File: src/rtl/vga_pixel_source_if.sv
// Frame-buffer read port between the VGA pixel source and its pixel memory.
// The memory returns the word for rd_addr in the cycle after the address is presented.
interface vga_pixel_source_if;
  logic [16:0] rd_addr;
  logic        rd_en;
  logic [15:0] rd_data;

  modport master (
    output rd_addr,
    output rd_en,
    input  rd_data
  );

  modport slave (
    input  rd_addr,
    input  rd_en,
    output rd_data
  );
endinterface

File: src/rtl/vga_pixel_source.sv
// VGA timing generator that fetches a half-resolution RGB565 frame buffer
// and emits a pixel-doubled RGB444 stream. A 2-bit phase counter divides the
// system clock by four. The counters advance on tick edge T and the read
// address is issued on that same edge. Memory data is captured on edge T+1.
// All display outputs change together on edge T+2.
module vga_pixel_source #(
  parameter int H_ACT = 640,
  parameter int V_ACT = 480,
  parameter int H_FP  = 16,
  parameter int H_SW  = 96,
  parameter int H_BP  = 48,
  parameter int V_FP  = 10,
  parameter int V_SW  = 2,
  parameter int V_BP  = 33
) (
  input  logic                       sys_clk,
  input  logic                       reset,
  vga_pixel_source_if.master         fb,
  output logic                       pixel_tick,
  output logic                       hsync,
  output logic                       vsync,
  output logic                       DE,
  output logic [9:0]                 x_pixel,
  output logic [9:0]                 y_pixel,
  output logic [3:0]                 cam_r,
  output logic [3:0]                 cam_g,
  output logic [3:0]                 cam_b,
  output logic                       frame_start
);

  localparam logic [11:0] H_ACT_C  = 12'(H_ACT);
  localparam logic [11:0] H_SYNC_S = 12'(H_ACT + H_FP);
  localparam logic [11:0] H_SYNC_E = 12'(H_ACT + H_FP + H_SW);
  localparam logic [11:0] H_LAST   = 12'(H_ACT + H_FP + H_SW + H_BP - 1);
  localparam logic [11:0] V_ACT_C  = 12'(V_ACT);
  localparam logic [11:0] V_SYNC_S = 12'(V_ACT + V_FP);
  localparam logic [11:0] V_SYNC_E = 12'(V_ACT + V_FP + V_SW);
  localparam logic [11:0] V_LAST   = 12'(V_ACT + V_FP + V_SW + V_BP - 1);
  // Each source pixel covers a 2x2 block, so the buffer is half the width.
  localparam logic [16:0] SRC_W    = 17'(H_ACT / 2);

  logic [1:0]  phase_q;
  logic [11:0] h_q, h_d;
  logic [11:0] v_q, v_d;
  logic [16:0] rd_addr_q, addr_d;
  logic        rd_en_q;
  logic        vis_d, vis_q;
  logic        hsync_n, vsync_n;
  logic        tick1_q, tick2_q;
  logic [11:0] data_q;
  logic        de_q;
  logic [9:0]  x_q, y_q;
  logic        hsync_q, vsync_q;
  logic [11:0] cam_q;
  logic        frame_start_q;
  logic        unused_rd_bits;

  // The RGB565 bits that are dropped when reducing to RGB444.
  assign unused_rd_bits = ^{fb.rd_data[11], fb.rd_data[6:5], fb.rd_data[0]};

  assign pixel_tick = (phase_q == 2'd3);

  // Next horizontal and vertical position. The vertical counter moves only when the line wraps.
  always_comb begin
    h_d = h_q;
    v_d = v_q;
    if (pixel_tick) begin
      if (h_q == H_LAST) begin
        h_d = 12'd0;
        if (v_q == V_LAST) begin
          v_d = 12'd0;
        end else begin
          v_d = v_q + 12'd1;
        end
      end else begin
        h_d = h_q + 12'd1;
      end
    end
  end

  // Visibility and address of the upcoming position, plus sync levels of the held position.
  always_comb begin
    vis_d   = (h_d < H_ACT_C) && (v_d < V_ACT_C);
    addr_d  = 17'(v_d[11:1]) * SRC_W + 17'(h_d[11:1]);
    vis_q   = (h_q < H_ACT_C) && (v_q < V_ACT_C);
    hsync_n = !((h_q >= H_SYNC_S) && (h_q < H_SYNC_E));
    vsync_n = !((v_q >= V_SYNC_S) && (v_q < V_SYNC_E));
  end

  // Counters, read request, data capture and the output stage are advanced together.
  // The tick delay line keeps the three stages aligned.
  always_ff @(posedge sys_clk) begin
    if (reset) begin
      phase_q       <= 2'd0;
      h_q           <= H_LAST;
      v_q           <= V_LAST;
      rd_addr_q     <= 17'd0;
      rd_en_q       <= 1'b0;
      tick1_q       <= 1'b0;
      tick2_q       <= 1'b0;
      data_q        <= 12'd0;
      de_q          <= 1'b0;
      x_q           <= 10'd0;
      y_q           <= 10'd0;
      hsync_q       <= 1'b1;
      vsync_q       <= 1'b1;
      cam_q         <= 12'd0;
      frame_start_q <= 1'b0;
    end else begin
      phase_q       <= phase_q + 2'd1;
      h_q           <= h_d;
      v_q           <= v_d;
      tick1_q       <= pixel_tick;
      tick2_q       <= tick1_q;
      frame_start_q <= 1'b0;
      if (pixel_tick) begin
        rd_en_q <= vis_d;
        if (vis_d) begin
          rd_addr_q <= addr_d;
        end
      end
      if (tick1_q) begin
        data_q <= {fb.rd_data[15:12], fb.rd_data[10:7], fb.rd_data[4:1]};
      end
      if (tick2_q) begin
        de_q          <= vis_q;
        x_q           <= h_q[9:0];
        y_q           <= v_q[9:0];
        hsync_q       <= hsync_n;
        vsync_q       <= vsync_n;
        cam_q         <= vis_q ? data_q : 12'd0;
        frame_start_q <= vis_q && (h_q == 12'd0) && (v_q == 12'd0);
      end
    end
  end

  assign fb.rd_addr  = rd_addr_q;
  assign fb.rd_en    = rd_en_q;
  assign DE          = de_q;
  assign x_pixel     = x_q;
  assign y_pixel     = y_q;
  assign hsync       = hsync_q;
  assign vsync       = vsync_q;
  assign cam_r       = cam_q[11:8];
  assign cam_g       = cam_q[7:4];
  assign cam_b       = cam_q[3:0];
  assign frame_start = frame_start_q;

endmodule

File: src/flat_wrapper.sv
// flat-port wrapper written by rule: the top's interface ports become plain ports
module vga_pixel_source_flat 
#(
  parameter int H_ACT = 640,
  parameter int V_ACT = 480,
  parameter int H_FP  = 16,
  parameter int H_SW  = 96,
  parameter int H_BP  = 48,
  parameter int V_FP  = 10,
  parameter int V_SW  = 2,
  parameter int V_BP  = 33
)
  (sys_clk, reset, pixel_tick, hsync, vsync, DE, x_pixel, y_pixel, cam_r, cam_g, cam_b, frame_start, fb_rd_addr, fb_rd_en, fb_rd_data);
  vga_pixel_source_if fb_i ();
  input  logic sys_clk;
  input  logic reset;
  output logic pixel_tick;
  output logic hsync;
  output logic vsync;
  output logic DE;
  output logic [9:0] x_pixel;
  output logic [9:0] y_pixel;
  output logic [3:0] cam_r;
  output logic [3:0] cam_g;
  output logic [3:0] cam_b;
  output logic frame_start;
  output wire logic [$bits(fb_i.rd_addr)-1:0] fb_rd_addr;
  output wire logic [$bits(fb_i.rd_en)-1:0] fb_rd_en;
  input wire logic [$bits(fb_i.rd_data)-1:0] fb_rd_data;
  assign fb_rd_addr = fb_i.rd_addr;
  assign fb_rd_en = fb_i.rd_en;
  assign fb_i.rd_data = fb_rd_data;
  vga_pixel_source #(.H_ACT(H_ACT), .V_ACT(V_ACT), .H_FP(H_FP), .H_SW(H_SW), .H_BP(H_BP), .V_FP(V_FP), .V_SW(V_SW), .V_BP(V_BP)) u_core (.sys_clk(sys_clk), .reset(reset), .fb(fb_i), .pixel_tick(pixel_tick), .hsync(hsync), .vsync(vsync), .DE(DE), .x_pixel(x_pixel), .y_pixel(y_pixel), .cam_r(cam_r), .cam_g(cam_g), .cam_b(cam_b), .frame_start(frame_start));
endmodule
File: config.mk
export PLATFORM = sky130hd
export DESIGN_NAME = vga_pixel_source_flat
export DESIGN_NICKNAME = d
export VERILOG_FILES = /design/src/rtl/vga_pixel_source_if.sv /design/src/rtl/vga_pixel_source.sv /design/src/flat_wrapper.sv
export SDC_FILE = /design/constraint.sdc
export NUM_CORES = 1
export LEC_CHECK = 0
export ABC_AREA = 1
export CORE_UTILIZATION = 42
export DETAILED_ROUTE_END_ITERATION = 10
export PLACE_DENSITY = 0.68
export SETUP_SLACK_MARGIN = 0.1
export SLEW_MARGIN = 20
export SYNTH_ARGS = -nofsm -noshare
export SYNTH_HDL_FRONTEND = slang
export SYNTH_SLANG_ARGS = --single-unit
export TNS_END_PERCENT = 1
File: constraint.sdc
create_clock -name sys_clk -period 4.55 [get_ports sys_clk]
set_input_delay 0.455 -clock sys_clk [delete_from_list [all_inputs] [get_ports sys_clk]]
set_output_delay 0.455 -clock sys_clk [all_outputs]
set_load 0.1 [all_outputs]
Word-level counts from Yosys, hierarchy flattened. Index checks and enable logic that the tools add are counted.

Muxes and demuxes: 6. Eq/ne operators: 3. $add $sub $neg: 4. Multipliers: 1. Order comparisons: 8. Reduce and logical (&&, ||, !) cells: 12. Bitwise logic cells: 1.

Operator list (number): $mux W12 (6); $lt A12 B10 Y1 const B (3); $lt A12 B9 Y1 const B (3); $add A12 B1 Y12 const B (2); $eq A12 B10 Y1 const B (2); $logic_not A12 Y1 (2); $add A17 B11 Y17 (1); $ge A12 B10 Y1 const B (1); $ge A12 B9 Y1 const B (1); $mul A11 B3 Y11 const B (1); $logic_and A1 B1 Y1 (6); $add A2 B1 Y2 const B (1); $eq A2 B2 Y1 const B (1); $logic_not A1 Y1 (2); $reduce_and A2 Y1 (1); $reduce_or A2 Y1 (1); $not A1 Y1 (1).

Output and inout port bits: 55. Input bits: 18. Logic and storage cells: 50. Register bits after elaboration: 94.

Logic depth before layout (Yosys ltp).
Depth after elaboration: 7. Depth in mapped cells: 29. Depth with buffers taken out: 29.

Least setup slack after synthesis. Ideal clock, no wire load.

Kind: register to register. Start: reg u_core.phase_q[0]. End: reg u_core.rd_addr_q[15], in the netlist u_core.fb.rd_addr[15]. Cell stages (with the launch flop): 24. Buffers on the path: 1. Library setup time: 117 ps. Required time: 4433 ps. Setup slack: 11 ps. Period minus slack after synthesis: 4539 ps. Arrival: 4422 ps. Path through: dfxtp_1 -> ha_1 -> buf_4 -> inv_2 -> nor2_4 -> inv_2 -> o31ai_1 -> inv_1 -> a21oi_1 -> a21oi_1 -> ha_1 -> ha_1 -> fa_1 -> ha_1 -> nand2_1 -> inv_1 -> nand4_1 -> o2111ai_1 -> nor3b_1 -> nand2_1 -> xor2_1 -> nand2_1 -> nand2_1 -> nor2_1.

Longest elaborated chain between the ends: 5. Elaborated cells between the ends (all ways): 9. Those cells by class: add/sub (1); mul (1); order compare (2); eq/ne (1); mux (2); reduce/logical (2).

Ends and longest elaborated chain: start: declaration (RTL line vga_pixel_source.sv:42) `logic [1:0] phase_q;`; start signal: assignment (RTL line vga_pixel_source.sv:110) `phase_q <= phase_q + 2'd1;`; $eq A2 B2 Y1 * (RTL line vga_pixel_source.sv:61) `assign pixel_tick = (phase_q == 2'd3);`; net pixel_tick (RTL line flat_wrapper.sv:17) `output logic pixel_tick;`; $mux W12 * (RTL line vga_pixel_source.sv:67) `if (pixel_tick) begin`; net u_core.v_d[4] (RTL line vga_pixel_source.sv:44) `logic [11:0] v_q, v_d;`; branches (longest 3 deep; another with $add A17 B11 Y17); end signal: assignment (RTL line vga_pixel_source.sv:119) `rd_addr_q <= addr_d;`; end: declaration (RTL line vga_pixel_source.sv:45) `logic [16:0] rd_addr_q, addr_d;`.

Mark *: on every way through the listed nets, which the timed path passes. A chain may end at the register's enable or synchronous reset.

Worst setup path after layout.
Start: reg u_core.h_q[0]. End: reg u_core.rd_addr_q[15], in the netlist u_core.fb.rd_addr[15].

Longest elaborated chain between the ends: 6. Elaborated cells between the ends (all ways): 12. Those cells by class: add/sub (2); mul (1); order compare (2); eq/ne (1); mux (4); reduce/logical (2).

Ends and longest elaborated chain: start: declaration (RTL line vga_pixel_source.sv:43) `logic [11:0] h_q, h_d;`; start signal: assignment (RTL line vga_pixel_source.sv:95) `h_q <= H_LAST;`; start signal: assignment (RTL line vga_pixel_source.sv:111) `h_q <= h_d;`; $eq A12 B10 Y1 * (RTL line vga_pixel_source.sv:68) `if (h_q == H_LAST) begin`; $mux W12 * (RTL line vga_pixel_source.sv:68); $mux W12 * (RTL line vga_pixel_source.sv:67); net u_core.v_d[4] (RTL line vga_pixel_source.sv:44); branches (longest 3 deep; another with $add A17 B11 Y17).

Marks and branches as above.

==> results.md <==
- The run finished with clean final reports.
- The cell with the largest stage delay on the worst path is fa_1.
- The met2 layer usage reported by global route is a little over a third.
- Synthesis produced 682 cells.
- In the routed design, unresolved DRC markers number 0.
- The clock tree from TritonCTS is yes.
- The number of buffers and inverters on the critical path is 4.
- The highest attainable clock frequency is between 200 and 250 MHz.
- The met3 layer usage reported by global route is 2.371%.
- For this run, the total global-route usage over all layers was measured as 21.58%.
- Once the floorplan was initialized, standard cells occupied 43.84% of the core.
- The cell class contributing the biggest share of worst-path delay is adder cells.
- The highest ir drop seen on vdd is 0.1638 mV.
- The clock period could shrink to between 4 and 5 ns.
- Clock latency on the worst-skew pair, taken at its later pin, is ~0.34 ns.
- The register area share after synthesis is 38.91%.
- The critical path in this run is classified as flop to flop.
- 0 antenna diodes ended up in the layout.
- Headroom to the max-slew limit came out at about 34%.
- The ratio of final minimum period to clock period is between 90% and 100%.
- Counting the fill cells in the layout gives between 1k and 1.5k.
- In this run, placement finished with an instance count of slightly below 900.
- Global routing used approximately 30% of the available met1 tracks.
- The violation count after the first detailed-route iteration is around 230.
- The measured slew at the worst slew-check pin is around 0.99 ns.
- The maximum clock path buffer count is 2.
- Clock skew on the completed layout was measured at ~0.0084 ns.
- The total of endpoints with negative setup slack in the final report is 0.
- The type of the most critical hold path is flop to flop.
- Entering global routing, the biggest net connects 52 pins.
- The average via count per standard cell is 5.205.
- STA classifies the critical path startpoint as a flop.
- The width of the die is approximately 110 um.
- In the final layout, the share of cells above drive strength 1 is about 8.4%.
- In this run the power density over the cells is ~320 nW/um^2.
- The number of detailed-route iterations in the first pass is 5.
- In the post-synthesis netlist, the biggest area contributors are dfxtp_1 39%, nand2_1 9.9%, nor2_1 8.5%, ha_1 6.5%, inv_1 5.6%.
- The floorplan step set the die height to 109.3 um.
- The largest single stage delay on the critical path is 0.49 ns.
- The number of hold-slack violations in the final timing report came to 0.
- After detailed routing, the average wire length per cell comes to about 14 um.
- The I/O pin count is 73.
- The via count of the first global-routing pass is about 4.3k.
- The post-route total power is 1.909 mW.
- In the synthesized netlist the dominant register cell turns out to be dfxtp_1.
- For this run, asynchronously set or reset flops after synthesis account for 0%.
- dfxtp_1 takes more of the synthesized area than any other cell.
- The analysis attributes to cell leakage a power of around 2.6 nW.
- The Yosys warning count is 0.
- The first global-routing pass estimated roughly 20000 um of wire.
- The number of antenna violations at the first check in global routing came to 0.
- The standard-cell row count is 38.
- The number of H-tree levels is 3.
- The area growth from synthesis to layout is 23.42%.
- The clock root buffer is clkbuf_16.
- The total nets after synthesis is around 730.
- In this run, synthesis inferred 0 flip-flops with an integrated enable.
- The sum of overflow across all layers after global routing is 0.
- The detailed-placement wirelength estimate is roughly 9000 um.
- Across the run, the number of max-cap violations was 0.
- The signal on the critical path passes through ha_1 > inv_1 > nor2_1 > nand3_2 > nor2_4 > inv_2 > o31ai_2 > inv_1 > a21oi_2 > a21oi_1 > ha_1 > ha_1 > fa_1 > ha_4 > nand2_1 > inv_1 > nand4_1 > o2111ai_1 > nor3b_2 > nand2_1 > xor2_1 > nand2_1 > nand2_1 > nor2_1.
- Setup repair after global routing left no endpoint under its margin.
- The final max-slew violation count is 0.
- The net count of the finished layout is 791.
- After clock tree synthesis, the clock-pin slew on the worst setup and hold paths is about 0.07 ns.
- The cell that appears most often on the critical path is nand2_1.
- The die covers between 10000 and 15000 sq um.
- In this run the standard cell core region covers roughly 11000 sq um.
- The layer flagged by global routing as most heavily used is met2.
- In this run, CTS created clock tree buffers numbering 9.
- At the worst endpoint, the arrival time is ~4.4 ns.
- The average instance area after synthesis is 7.091 sq um.
- The count of nets left with antenna violations once routing finished came out at 0.
- The congestion estimate from routability-driven global placement came to slightly above 0.9.
- The synthesized design devotes to its leading area cell type about two fifths of total area.
- The setup TNS after final layout is 0 ns.
- The number of sinks on the clock net is 94.
- The count of port buffers added during placement is 68.
- The number of synthesized register bits is between 90 and 100.
- Leaving out fill and tap cells, the most frequent cell in the layout is nand2_1.
- The wire length after detailed routing is about 12000 um.
- The post-synthesis cell area is slightly below 5000 sq um.
- Leaving out fill and tap cells, the most frequent cells in the layout are 127 x nand2_1, 108 x nor2_1, 93 x dfxtp_1.
- Synthesis instantiated 42 different standard cells from the library.
- The worst setup path is captured at a flop.
- Across all layers, the routed design uses ~4.6k vias.
- The required time of the critical path is between 4 and 5 ns.
- Once layout is complete, the cells apart from fillers number a little under 900.
- The largest fanout on the critical path is 7.
- Across all hold checks on the routed design, the worst slack comes to around 0.43 ns.
==> repair_timing <==
action                     CTS  global route
gates resized for setup      0             6
setup endpoints to repair    0             3
hold buffers                 0             0
buffers inserted             0             3
==> flip-flops by register name, indices dropped and copies added (netlist names), 2 cells and up <==
signal / count
u_core.y_pixel: 10
u_core.data_q: 12
u_core.v_q: 12
u_core.fb.rd_addr: 17
u_core.x_pixel: 10
u_core.cam_q: 12
u_core.phase_q: 2
u_core.h_q: 12
==> where the power goes <==
part	switching [mW]	internal [mW]	total, mW	leakage [nW]
Combinational	0.209	0.106	0.314	1.74
Sequential	0.0145	0.840	0.854	0.759
Clock	0.356	0.385	0.741	0.145
Total	0.579	1.33	1.91	2.65
==> cells in the mapped netlist, drive strengths merged, types with 2 or more instances <==
master,n
clkbuf,16
nor2,115
nand4,16
o21ai,48
nand3,53
inv,74
buf,10
or2,2
nor4,3
a211oi,2
dfxtp,94
nand3b,3
xor2,11
fa,2
nand2,137
nor3,8
o311ai,2
o211ai,2
a21oi,50
ha,25
==> layout make-up <==
| type | count | area (sq um) | share of cell area [%] |
|---|---|---|---|
| Clock inverter | 7 | 62.56 | 1.048 |
| Sequential cell | 94 | 1883 | 31.55 |
| Clock buffer | 9 | 225.2 | 3.774 |
| Timing Repair Buffer | 79 | 763.2 | 12.79 |
| Multi-Input combinational cell | 487 | 2577 | 43.19 |
| Inverter | 75 | 281.5 | 4.717 |
| Tap cell | 140 | 175.2 | 2.935 |
==> metrics by stage <==
stage | setup slack (ns) | utilization, % | instance area (sq um)
after floorplan | 0.3343 | - | 4838
after global placement | 0.3175 | 51.02 | 5628
after detailed placement | 0.2588 | 51.02 | 5628
after CTS | 0.2218 | 53.63 | 5916
after global routing | 0.1338 | 54.11 | 5968
final | 0.4380 | 54.11 | 5968
==> worst paths after layout <==
kind                          start               endpoint  slack (ns)  cells past startpoint
setup reg to reg      u_core.h_q[0]  u_core.fb.rd_addr[15]        0.44                     24
hold / removal    u_core.phase_q[0]      u_core.phase_q[0]        0.43                      1
hold reg to reg   u_core.phase_q[0]      u_core.phase_q[0]        0.43                      1
setup / recovery      u_core.h_q[0]  u_core.fb.rd_addr[15]        0.44                     24
==> per-layer routing <==
| layer | share of wire [%] | wire length, um |
|---|---|---|
| met5 | 0 | 0 |
| met3 | 4.9 | 601 |
| met4 | 1.5 | 180 |
| met2 | 46 | 5596 |
| met1 | 48 | 5872 |
==> cell families after synthesis <==
kind of cell / after synthesis / share of synthesized area [%]
xor gates and xnor gates: 12 / 2.173
buffers and inverters: 101 / 8.435
AOI/OAI and AO/OA: 109 / 12.13
adders and majority gates: 27 / 7.296
and+or+nand+nor: 339 / 31.05
DFF: 94 / 38.91
No activity file was read; power rests on OpenSTA's default activity.
==> RTL edit, RTL diff (config.mk and constraints unchanged) <==
Register the outputs `cam_r`, `cam_g` and `cam_b`, with the module's reset; this adds one clock of latency there. The other outputs are not delayed to match.
--- a/src/rtl/vga_pixel_source.sv
+++ b/src/rtl/vga_pixel_source.sv
@@ -142,7 +142,15 @@
   assign hsync       = hsync_q;
   assign vsync       = vsync_q;
-  assign cam_r       = cam_q[11:8];
-  assign cam_g       = cam_q[7:4];
-  assign cam_b       = cam_q[3:0];
+  always_ff @(posedge sys_clk) begin
+    if (reset) begin
+      cam_r <= '0;
+      cam_g <= '0;
+      cam_b <= '0;
+    end else begin
+      cam_r <= cam_q[11:8];
+      cam_g <= cam_q[7:4];
+      cam_b <= cam_q[3:0];
+    end
+  end
   assign frame_start = frame_start_q;
 
Check against the original RTL: not equivalent (Yosys sat finds a counterexample within 10 cycles, from zero or initial values and one cycle with reset high).
==> RTL edit against the unedited design <==
  * Wire length grew 1.9%
  * Highest routed layer unchanged
  * Clock power rose by 11%
  * Largest power group unchanged
  * Total power rose by 12%
  * Worst setup slack got worse by 12 ps
  * Synthesized area rose by 8.2%
  * Final area increased by 7.0%
  * Critical path type unchanged
  * Sequential cell count grew 12
  * Critical path depth decreased by 3
==> RTL edit: results <==
[worst_hold_path]
min_to = u_core.cam_r[3]
hp-start = u_core.cam_q[11]
worstHoldPathCells = 2

[final_layout]
drive_gt1_frac = 0.0849
stdcell_count = 969
n_fill_cell = 1173
layout.nets = 839

[power]
ir_drop_mv = 0.167
leakagePower_nw = 2.91
clkPwrFrac = 0.385
power.internal_mw = 1.53

[timing]
max_slew_margin = 0.337
skew_ps = 7.99
setup_ws_ps = 426
hold_slack_ps = 414

[synth]
seq_area_frac_synth = 0.406
syn-num-nets = 778
yosys.area_share.adder = 0.0627
ys_types = 37
synthCells = 735
synthXorXnorAreaFrac = 0.0251
synth-compound-area-share = 0.0997
yosys_warnings = 0

[critical_path]
critPathMaxFanout = 5
timing.rr.start = u_core.h_q[6]
arrival_ps = 4370

[drt]
wl_met1_um = 5590
wl_met3_um = 451
wire_per_inst_um = 12.9
dr_wl_met2_um = 6100
firstDrtPassIters = 4
via_count = 4772

[placed_design]
dp.final_hpwl_um = 9400
placedCellCount = 953
dpl_worst_slack_ps = 450
postPlaceCellArea_um2 = 6060

[grt]
grtUsageMet1 = 0.248
grtUsageTotal = 0.205
grt_pass1_vias = 4520
grt_first_pass_wirelength_um = 21000
grt_max_degree = 40
use_met3 = 0.0335
grtUsageMet2 = 0.360

[status]
status = completed

[cts]
cts_resized = 0
-- RTL edit: cell types whose count changed after synthesis, moves of 5 or more --
cell,change
inv_1,+14
inv_2,+5
nor2_1,+14
dfxtp_1,+12
a21oi_1,-18
nand3_1,-19
o21ai_0,+14
nand2_1,+22
-- RTL edit: worst max-delay path: stages (launching register included) --
cell and delay, ps:
dfxtp_1 320, nor2_1 300, nand2_1 150, nor2_4 110, nand2_4 80, nor2_8 120, nand2_1 80, xor2_1 150
nor2_1 310, ha_1 310, ha_1 240, fa_1 460, ha_1 360, nand2_1 70, a21oi_1 190, nand2_1 150
nor3_2 170, nand3_1 140, nand3_1 110, nand3_1 100, nand2_1 80, inv_1 30
-- RTL edit: area by class of cell --
class                           count  area, µm²  share of cell area
Clock buffer                       11        253              0.0396
Clock inverter                      5       67.6              0.0106
Inverter                           95        358              0.0560
Multi-Input combinational cell    509       2650               0.414
Sequential cell                   106       2120               0.332
Tap cell                          168        210              0.0329
Timing Repair Buffer               75        733               0.115
